### src/rtl/mux_scan_sequencer.sv
// Steps a 4:1 mux select through channels 0..3, samples y after a settle
// window and hands the 4-bit snapshot downstream. Optional: MUX_SCAN_PARITY_EN.
module mux_scan_sequencer #(
  parameter int SETTLE_CYCLES = 2,
  parameter int CNT_W         = 4
) (
  input  logic       clk,
  input  logic       rst_n,
  input  logic       start,
  input  logic       y,
  output logic       s1,
  output logic       s0,
  output logic       busy,
  output logic [3:0] data,
  output logic       valid,
  input  logic       ready
`ifdef MUX_SCAN_PARITY_EN
  ,
  output logic       parity
`endif
);

  typedef enum logic [1:0] {
    IDLE,
    SETTLE,
    SAMPLE,
    DONE
  } state_e;

  localparam logic [CNT_W-1:0] RELOAD =
    CNT_W'(SETTLE_CYCLES > 0 ? SETTLE_CYCLES - 1 : 0);
  // A zero settle time skips the SETTLE state entirely.
  localparam state_e FIRST = (SETTLE_CYCLES == 0) ? SAMPLE : SETTLE;

  state_e           state_q, state_d;
  logic [CNT_W-1:0] cnt_q, cnt_d;
  logic [1:0]       sel_q, sel_d;
  logic [3:0]       shadow_q, shadow_d;
  logic [3:0]       data_q, data_d;
  logic             valid_q, valid_d;
  logic             busy_q, busy_d;

  always_comb begin
    state_d  = state_q;
    cnt_d    = cnt_q;
    sel_d    = sel_q;
    shadow_d = shadow_q;
    data_d   = data_q;
    valid_d  = valid_q;
    busy_d   = busy_q;
    unique case (state_q)
      IDLE: begin
        sel_d = 2'd0;
        if (start) begin
          busy_d  = 1'b1;
          state_d = FIRST;
          cnt_d   = RELOAD;
        end
      end
      SETTLE: begin
        if (cnt_q == '0) state_d = SAMPLE;
        else cnt_d = cnt_q - 1'b1;
      end
      SAMPLE: begin
        shadow_d[sel_q] = y;
        if (sel_q == 2'd3) begin
          data_d  = {y, shadow_q[2:0]};
          valid_d = 1'b1;
          state_d = DONE;
        end else begin
          sel_d   = sel_q + 2'd1;
          state_d = FIRST;
          cnt_d   = RELOAD;
        end
      end
      DONE: begin
        if (ready) begin
          valid_d = 1'b0;
          sel_d   = 2'd0;
          if (start) begin
            state_d = FIRST;
            cnt_d   = RELOAD;
          end else begin
            busy_d  = 1'b0;
            state_d = IDLE;
          end
        end
      end
      default: state_d = IDLE;
    endcase
  end

  always_ff @(posedge clk or negedge rst_n) begin
    if (!rst_n) begin
      state_q  <= IDLE;
      cnt_q    <= '0;
      sel_q    <= 2'd0;
      shadow_q <= 4'd0;
      data_q   <= 4'd0;
      valid_q  <= 1'b0;
      busy_q   <= 1'b0;
    end else begin
      state_q  <= state_d;
      cnt_q    <= cnt_d;
      sel_q    <= sel_d;
      shadow_q <= shadow_d;
      data_q   <= data_d;
      valid_q  <= valid_d;
      busy_q   <= busy_d;
    end
  end

`ifdef MUX_SCAN_PARITY_EN
  logic parity_q;

  always_ff @(posedge clk or negedge rst_n) begin
    if (!rst_n) parity_q <= 1'b0;
    else        parity_q <= ^data_d;
  end

  assign parity = parity_q;
`endif

  assign s1    = sel_q[1];
  assign s0    = sel_q[0];
  assign busy  = busy_q;
  assign data  = data_q;
  assign valid = valid_q;

endmodule

### config.mk
export PLATFORM = sky130hd
export DESIGN_NAME = mux_scan_sequencer
export DESIGN_NICKNAME = d
export VERILOG_FILES = /design/src/rtl/mux_scan_sequencer.sv
export SDC_FILE = /design/constraint.sdc
export NUM_CORES = 1
export LEC_CHECK = 0
export CAP_MARGIN = 15
export CORE_AREA = 4 4 62 50
export CTS_BUF_LIST = sky130_fd_sc_hd__clkbuf_16
export CTS_CLUSTER_DIAMETER = 60
export DETAILED_ROUTE_END_ITERATION = 10
export DIE_AREA = 0 0 66 54
export MAX_ROUTING_LAYER = met4
export SYNTH_ARGS = -nofsm -noshare
export SYNTH_HDL_FRONTEND = slang
export SYNTH_SLANG_ARGS = --single-unit
### constraint.sdc
create_clock -name clk -period 1.46 [get_ports clk]
set_input_delay 0.292 -clock clk [delete_from_list [all_inputs] [get_ports clk]]
set_output_delay 0.292 -clock clk [all_outputs]
set_load 0.01 [all_outputs]
==> results.cfg <==
[run_status]
run_status = complete, no violations

[clock_network]
clk_latency_ns = 0.24
cts_setup_buffers = 0
cts_buffers = 3
clk_path_buf_depth = 2
cts.sinks = 17
root_buffer = clkbuf_16
cts_tree = built
htree_num_levels = 1
clk_pin_slew_worst_paths_ns = 0.05

[synth]
synth_area_per_cell_um2 = 11.1
synth.distinct_cells = 28
postSynth.asyncResetShare = 1.00
yosys_warnings = 0
yosysSeqAreaShare = 0.489
synth_flop_cell = dfrtp_1
synth_edf_count = 0
synthesis.instances = 78
ys_seq_elements = 17
netlist_area_um2 = 870
synth_nets = 88

[grt]
grt_antenna_before_repair = 0
grt_overflow = 0
grt_max_degree = 18
grt_pass1_vias = 626
grt_pass1_wl_um = 2810
grtUsageTotal = 0.108

[routing]
firstDrtPassIters = 4
drcViolationCount = 0
via_per_inst = 4.58
wl_per_cell_um = 11.7
drtIter0Drc = 7
vias = 623
drt_wl_total_um = 1600
drtAntennaViolNets = 0

[finish]
diodes = 0
area_growth_pct = 35.0
drive_above_1_share = 0.230
fin_util = 0.469
final_common_cell = dfrtp_1
fillerInstances = 240
final_cells = 136
fin_area_um2 = 1170
final_nets = 111
layout_common_cells = dfrtp_1, nand2_1, buf_4

[worst_hold_path]
min_path_type = input port to asynchronous set/reset pin

[sta]
finalMaxSlewViolations = 0
hold-worst-slack_ns = 0.377
finalHoldViolCount = 0
setup_ws_ns = 0.0352
finalClockSkew_ns = 0.00174
setup-violations-final = 0
period_share = 0.976
setup-tns-final_ns = 0
rsz0062_at_grt = false
fmax_mhz = 702
worstMarginPinSlew_ns = 0.329
slew_headroom = 0.781
min_period_ns = 1.42

[die]
die_w_um = 66
rows = 16
initial_utilization = 0.348
die_area_um2 = 3560
core-area_um2 = 2500
io_pins = 13
die_h_um = 54

[power]
p_switching_mw = 0.813
p_comb_frac = 0.420
p_clk_frac = 0.222
sw_frac_of_total = 0.336
p_per_area_nw_per_um2 = 2060
p_seq_frac = 0.358
irDropWorstVdd_uv = 805
internal-power_mw = 1.61
p_leak_nw = 0.595
power_mw = 2.42

[placement]
gp_congestion = 0.780
dp_cells = 132
placed_cell_area_um2 = 1080
dpl.hpwl_um = 1210
post-place-ws_ns = -0.0390
place.port_buffers = 12

[critical_path]
criticalPathCategory = register to output port
cp_num_buf_inv = 1
arrival_ns = 1.13
cp_max_fo = 2
crit_required_ns = 1.17
critPathSlowestCell = clkdlybuf4s50_1
cp-end-kind = output port
path_delay_family = buffers and inverters
crit_path_max_incr_delay_ns = 0.54
crit_path_start_kind = register
cp_cell_sequence = clkdlybuf4s50_1

[flow_run]
cap_violations = 0
## cells in the mapped netlist, types with 2 or more instances
library cell  count  share of area
a31o_2            3          0.030
and2_1            2          0.014
nand2b_1          2          0.014
o21ai_0           4          0.023
dfrtp_1          17           0.49
mux2_1            3          0.039
nor2_1            2         0.0086
mux2_4            4          0.069
inv_1             5          0.022
nand2_1          10          0.043
ha_1              5          0.072
a21oi_1           5          0.029
## final timing paths
kind | start | endpoint | slack [ns] | cells past startpoint
max reg2reg | sel_q[0] | cnt_q[3] | 0.09 | 5
max in group asynchronous | rst_n | cnt_q[3] | 0.89 | 2
min in group clk | shadow_q[1] | shadow_q[1] | 0.49 | 1
min | rst_n | data[1] | 0.38 | 2
max | data[3] | data[3] | 0.04 | 1
min reg2reg | shadow_q[1] | shadow_q[1] | 0.49 | 1
## metal layers
layer / GRT usage / routed length [um] / up-vias
met2: 0.161 / 695 / 10
met1: 0.149 / 848 / 301
li1: - / - / 310
met3: 0.0125 / 40 / 2
met4: 0.0507 / 13 / 0
met5: - / 0 / -
## flip-flops by register name, indices dropped and copies added, names as in the netlist
| name | count |
|---|---|
| cnt_q | 4 |
| data | 4 |
| shadow_q | 3 |
| sel_q | 2 |
| state_q | 2 |
| busy | 1 |
| valid | 1 |
## power groups by stage
stage | combinational [mW] | sequential (mW) | clock, mW
floorplan | 0.643 | 0.864 | 0
global placement | 1.02 | 0.867 | 0
detailed placement | 1.04 | 0.878 | 0
CTS | 1.04 | 0.870 | 0.551
global route | 1.15 | 0.899 | 0.575
finish | 1.02 | 0.866 | 0.539
## layout make-up
class | instances | area, um2 | area share
inverters | 6 | 22.5 | 0.0192
repair buffers | 19 | 184 | 0.157
flip-flops and latches | 17 | 425 | 0.362
clock inverters | 1 | 5.00 | 0.00426
clock buffers | 3 | 75.1 | 0.0640
multi-input cells | 54 | 417 | 0.355
well taps | 36 | 45.0 | 0.0384
## cells by family after synthesis
logic type,share of synthesized area
compound gates,0.132
fa+ha+maj,0.0719
buf+inv,0.0345
flops,0.489
mux,0.119
simple gates,0.153
## what timing repair did
action                                  in CTS  in global routing
hold buffers                                 0                  0
gates resized for setup                      1                  6
endpoints found under the setup margin       1                  8
Power figures use the tool's default switching activity.
==> RTL edit 1 (same flow settings) <==
Add a define of `MUX_SCAN_PARITY_EN`.
--- a/src/rtl/mux_scan_sequencer.sv
+++ b/src/rtl/mux_scan_sequencer.sv
@@ -1,5 +1,7 @@
 // Steps a 4:1 mux select through channels 0..3, samples y after a settle
 // window and hands the 4-bit snapshot downstream. Optional: MUX_SCAN_PARITY_EN.
+`define MUX_SCAN_PARITY_EN
+
 module mux_scan_sequencer #(
   parameter int SETTLE_CYCLES = 2,
   parameter int CNT_W         = 4
Behaviour (old outputs only; new: parity): unchanged (Yosys induction, for registers that start in step).
==> RTL edit 1 against the unedited design <==
- synthesized area up 14%
- highest routed layer unchanged
- total power down 3.3%
- design area up 14%
- maximum frequency up 2.1%
- routed wire length up 16%
- worst setup slack better by 0.030 ns
- non-clock buffer count up 7
- sequential cell count up 1
==> RTL edit 1: results <==
grt:
  grt_pass1_vias: 709
  antenna_found_initial: 0
  grt_max_degree: 19
  grt_usage_pct: 12.3
  grt_pass1_wl_um: 3180
power:
  p_leak_uw: 0.000632
  power_switching_uw: 764
  ir_worst_vdd_mv: 0.919
synth:
  ys_seq_area_share_pct: 45.6
  syn_nets: 98
  async_reset_ff_share_pct: 100
  synth_cell_type_count: 26
  ys_top_cells_by_count: "dfrtp_1, mux2_2, ha_1"
  synthTopCellsByArea: "dfrtp_1, mux2_2, ha_1"
layout:
  final_layout_size_suffix_gt1_share_pct: 29.2
  nets: 127
  fin_area_um2: 1340
placement:
  gp_congestion: 0.767
  dp_hpwl_um: 1420
  io_buffers: 13
  placed_area_um2: 1240
setup_path:
  path_max_fanout: 5
  rr_startpoint: "cnt_q[0]"
  reg2reg_depth: 5
  max_stage_delay_ns: 0.42
  rrSetupSlack_ns: 0.06
  critPathArrivalTime_ns: 1.52
  crit_end: "state_q[0]"
  cpMaxStageDelayCell: "or3b_4"
clock_tree:
  cts_max_level: 1
  clockRootBuffer: "clkbuf_16"
  clock_path_buffers: 2
  clk_latency_ns: 0.24
sta:
  finalClockSkew_ns: 0.00319
  slew_headroom_pct: 80.0
status:
  outcome: "finished clean"
route:
  via_per_inst: 4.75
  drt-wirelength-per-cell_um: 12.4
  firstDrtPassIters: 2
  drtIter0Drc: 4
worst_hold_path:
  hold_path.class: "input pin to async pin"
[RTL edit 1: cell count changes after synthesis, moves of 2 or more]
cell | before | now
nand2_1 | 10 | 5
and2_1 | 2 | 0
ha_1 | 5 | 7
nor2b_1 | 1 | 3
nor3_1 | 1 | 4
mux2_4 | 4 | 0
mux2_2 | 0 | 8
mux2_1 | 3 | 0
xnor2_1 | 0 | 6
mux2i_1 | 1 | 3
o2bb2ai_1 | 0 | 2
a22o_1 | 1 | 3
a31o_2 | 3 | 0
[RTL edit 1: kinds of logic (layout without fill, tap and decap cells)]
logic type      count (synthesis)  in the layout  synth area share [%]
simple gates                   20             20                  12.2
compound gates                 18             18                  12.8
mux                            11             11                  12.2
xor+xnor                        6              6                  5.32
buf+inv                         6             33                  3.16
flops                          18             18                  45.6
fa+ha+maj                       7              7                  8.86
[RTL edit 1: layout make-up]
class,instances,area [µm²]
Fill cell,226,1160
Inverter,4,15.0
Multi-Input combinational cell,62,532
Clock buffer,3,75.1
Tap cell,36,45.0
Timing Repair Buffer,26,221
Sequential cell,18,452
[RTL edit 1: stage by stage]
stage	cells	setup TNS, ns	setup WS (ns)
after global placement	146	-0.167	-0.0640
after CTS	149	0	0.00167
final	149	0	0.0648
after floorplan	86	0	0.0391
after global routing	149	-0.0129	-0.0129
after detailed placement	146	-0.319	-0.0899
[RTL edit 1: worst min path at each step]
stage	start	endpoint	slack, ns	depth (start not counted)
4_1_cts	rst_n	parity	0.38	2
3_3_place_gp	valid	valid	0.50	2
5_1_grt	rst_n	parity	0.39	2
2_1_floorplan	rst_n	busy	-0.004	0
3_5_place_dp	valid	valid	0.52	2
6_report	rst_n	parity	0.37	2
[RTL edit 1: repair_timing]
action	in CTS	in global routing
gates resized for setup	7	8
endpoints found under the setup margin	7	6
setup buffers	0	0
pin swaps	0	0
[RTL edit 1: worst max-delay path, delay by kind of cell, from the launching register on]
kind / cells / cell delay (ns)
simple gates: 1 / 0.42
flops: 1 / 0.38
compound gates: 2 / 0.24
fa+ha+maj: 1 / 0.16
buf+inv: 1 / 0.08
[RTL edit 1: routing by layer]
layer	GRT usage, %	wire, µm
met2	20.0	882
met3	3.76	58
met5	-	0
met4	4.05	27
met1	14.7	887
[RTL edit 1: power by group through the flow]
stage               registers, µW  logic [µW]  clock network (µW)
floorplan                     789         625                   0
global placement              808         953                   0
detailed placement            816         966                   0
CTS                           810         952                 539
global route                  847        1120                 568
finish                        823         993                 526
==> RTL edit 2 (same flow settings) <==
Made on the original files. The 4 states of `state_e` get a one-hot encoding in 4 bits.
--- a/src/rtl/mux_scan_sequencer.sv
+++ b/src/rtl/mux_scan_sequencer.sv
@@ -20,11 +20,11 @@
 `endif
 );
 
-  typedef enum logic [1:0] {
-    IDLE,
-    SETTLE,
-    SAMPLE,
-    DONE
+  typedef enum logic [3:0] {
+    IDLE   = 4'b0001,
+    SETTLE = 4'b0010,
+    SAMPLE = 4'b0100,
+    DONE   = 4'b1000
   } state_e;
 
   localparam logic [CNT_W-1:0] RELOAD =
Formal check against the unedited RTL: no difference found for any inputs over 10 cycles, from zero or initial values and one cycle with rst_n low; not proved beyond that.
==> RTL edit 2 against the unedited design <==
- the flow now finishes with violations (setup timing)
- worst setup slack worse by 0.20 ns
- cell count up 26%
- non-clock buffer count up 20
- routed wire length up 57%
- synthesized area up 24%
- sequential share of layout area down 6.6 points
- sequential cell count up 2
- via count up 38%
- total power down 9.6%
- design area up 38%
- largest power group unchanged
==> RTL edit 2: results <==
route:
  routed_wl_um: 2510
  via_per_inst: 4.99
  drtIter0Drc: 26
power:
  p_leak_uw: 0.000756
  powerSeq_uw: 709
  ir_worst_vdd_mv: 0.672
  comb_power_share_pct: 42.7
  switching_share_pct: 32.5
synth:
  netlist_instances: 97
  synthTopCellsByArea: "dfrtp_1, mux2_1, ha_1"
  synth_compound_area_share_pct: 16.6
  ys_top_cells_by_count: "dfrtp_1, nand2_1, mux2_1"
  synthMuxAreaShare_pct: 9.20
  syn_nets: 108
  yosys.area_share.adder_pct: 6.98
sta:
  whs_ns: 0.381
  worst_slack_ns: -0.162
  finalSetupTns_ns: -0.949
  slew_headroom_pct: 75.1
  setup_violations: 8
  finalClockSkew_ns: 0.00589
grt:
  grt_max_degree: 20
  grt_pass1_wl_um: 4170
setup_path:
  critPathArrivalTime_ns: 1.76
  path_max_fanout: 5
  rr_startpoint: "state_q[2]"
  max_stage_delay_ns: 0.50
clock_tree:
  cts_resized: 10
  cts_max_level: 1
  cts_setup_buffers: 2
layout:
  final_layout_size_suffix_gt1_share_pct: 42.6
  nets: 148
placement:
  dp_hpwl_um: 1760
  placed_area_um2: 1410
  gp_congestion: 0.785
  dpl_worst_slack_ns: -0.482
  post-place-cells: 165
status:
  outcome: "finished with violations"
  violations: "setup timing"
[RTL edit 2: cell types whose count changed after synthesis, moves of 2 or more]
cell / unedited run / this run
a21oi_1: 5 / 0
a22o_1: 1 / 3
a31o_2: 3 / 0
and2_1: 2 / 0
buf_2: 0 / 3
mux2_1: 3 / 7
mux2_4: 4 / 0
nand3b_1: 1 / 3
nor4b_1: 0 / 2
o21ai_1: 0 / 5
o31ai_1: 1 / 3
[RTL edit 2: worst max path at each step]
| stage | to | start | slack (ns) |
|---|---|---|---|
| 6_report | cnt_q[3] | state_q[2] | -0.16 |
| 3_5_place_dp | cnt_q[1] | ready | -0.48 |
| 3_3_place_gp | cnt_q[1] | ready | -0.44 |
| 2_1_floorplan | cnt_q[2] | state_q[3] | -0.08 |
| 5_1_grt | cnt_q[3] | state_q[3] | -0.21 |
| 4_1_cts | cnt_q[0] | state_q[2] | -0.16 |
[RTL edit 2: area by class of cell]
cell class / instances / area, µm²
tap: 36 / 45.0
multi-input combinational: 69 / 656
clock buffer: 3 / 75.1
clock inverter: 1 / 3.75
inverter: 5 / 18.8
fill: 206 / 886
timing repair buffer: 39 / 339
sequential: 19 / 479
[RTL edit 2: stage by stage]
step / power [µW] / utilization [%]
2_1_floorplan: 1210 / -
3_3_place_gp: 1510 / 56.4
3_5_place_dp: 1540 / 56.4
4_1_cts: 2130 / 61.0
5_1_grt: 2330 / 64.6
6_report: 2190 / 64.6
[RTL edit 2: per-layer routing]
metal	vias up	wire (µm)	global-route usage (%)
met4	0	23	5.74
li1	427	-	-
met5	-	0	-
met3	2	69	3.97
met1	419	1260	20.3
met2	11	1160	25.1
[RTL edit 2: worst register-to-register path, cell delays in order (launching register included)]
cell and delay [ns]:
dfrtp_2 0.44, buf_4 0.15, or4b_4 0.50, o21ai_4 0.09, o21bai_4 0.11, a22o_1 0.23
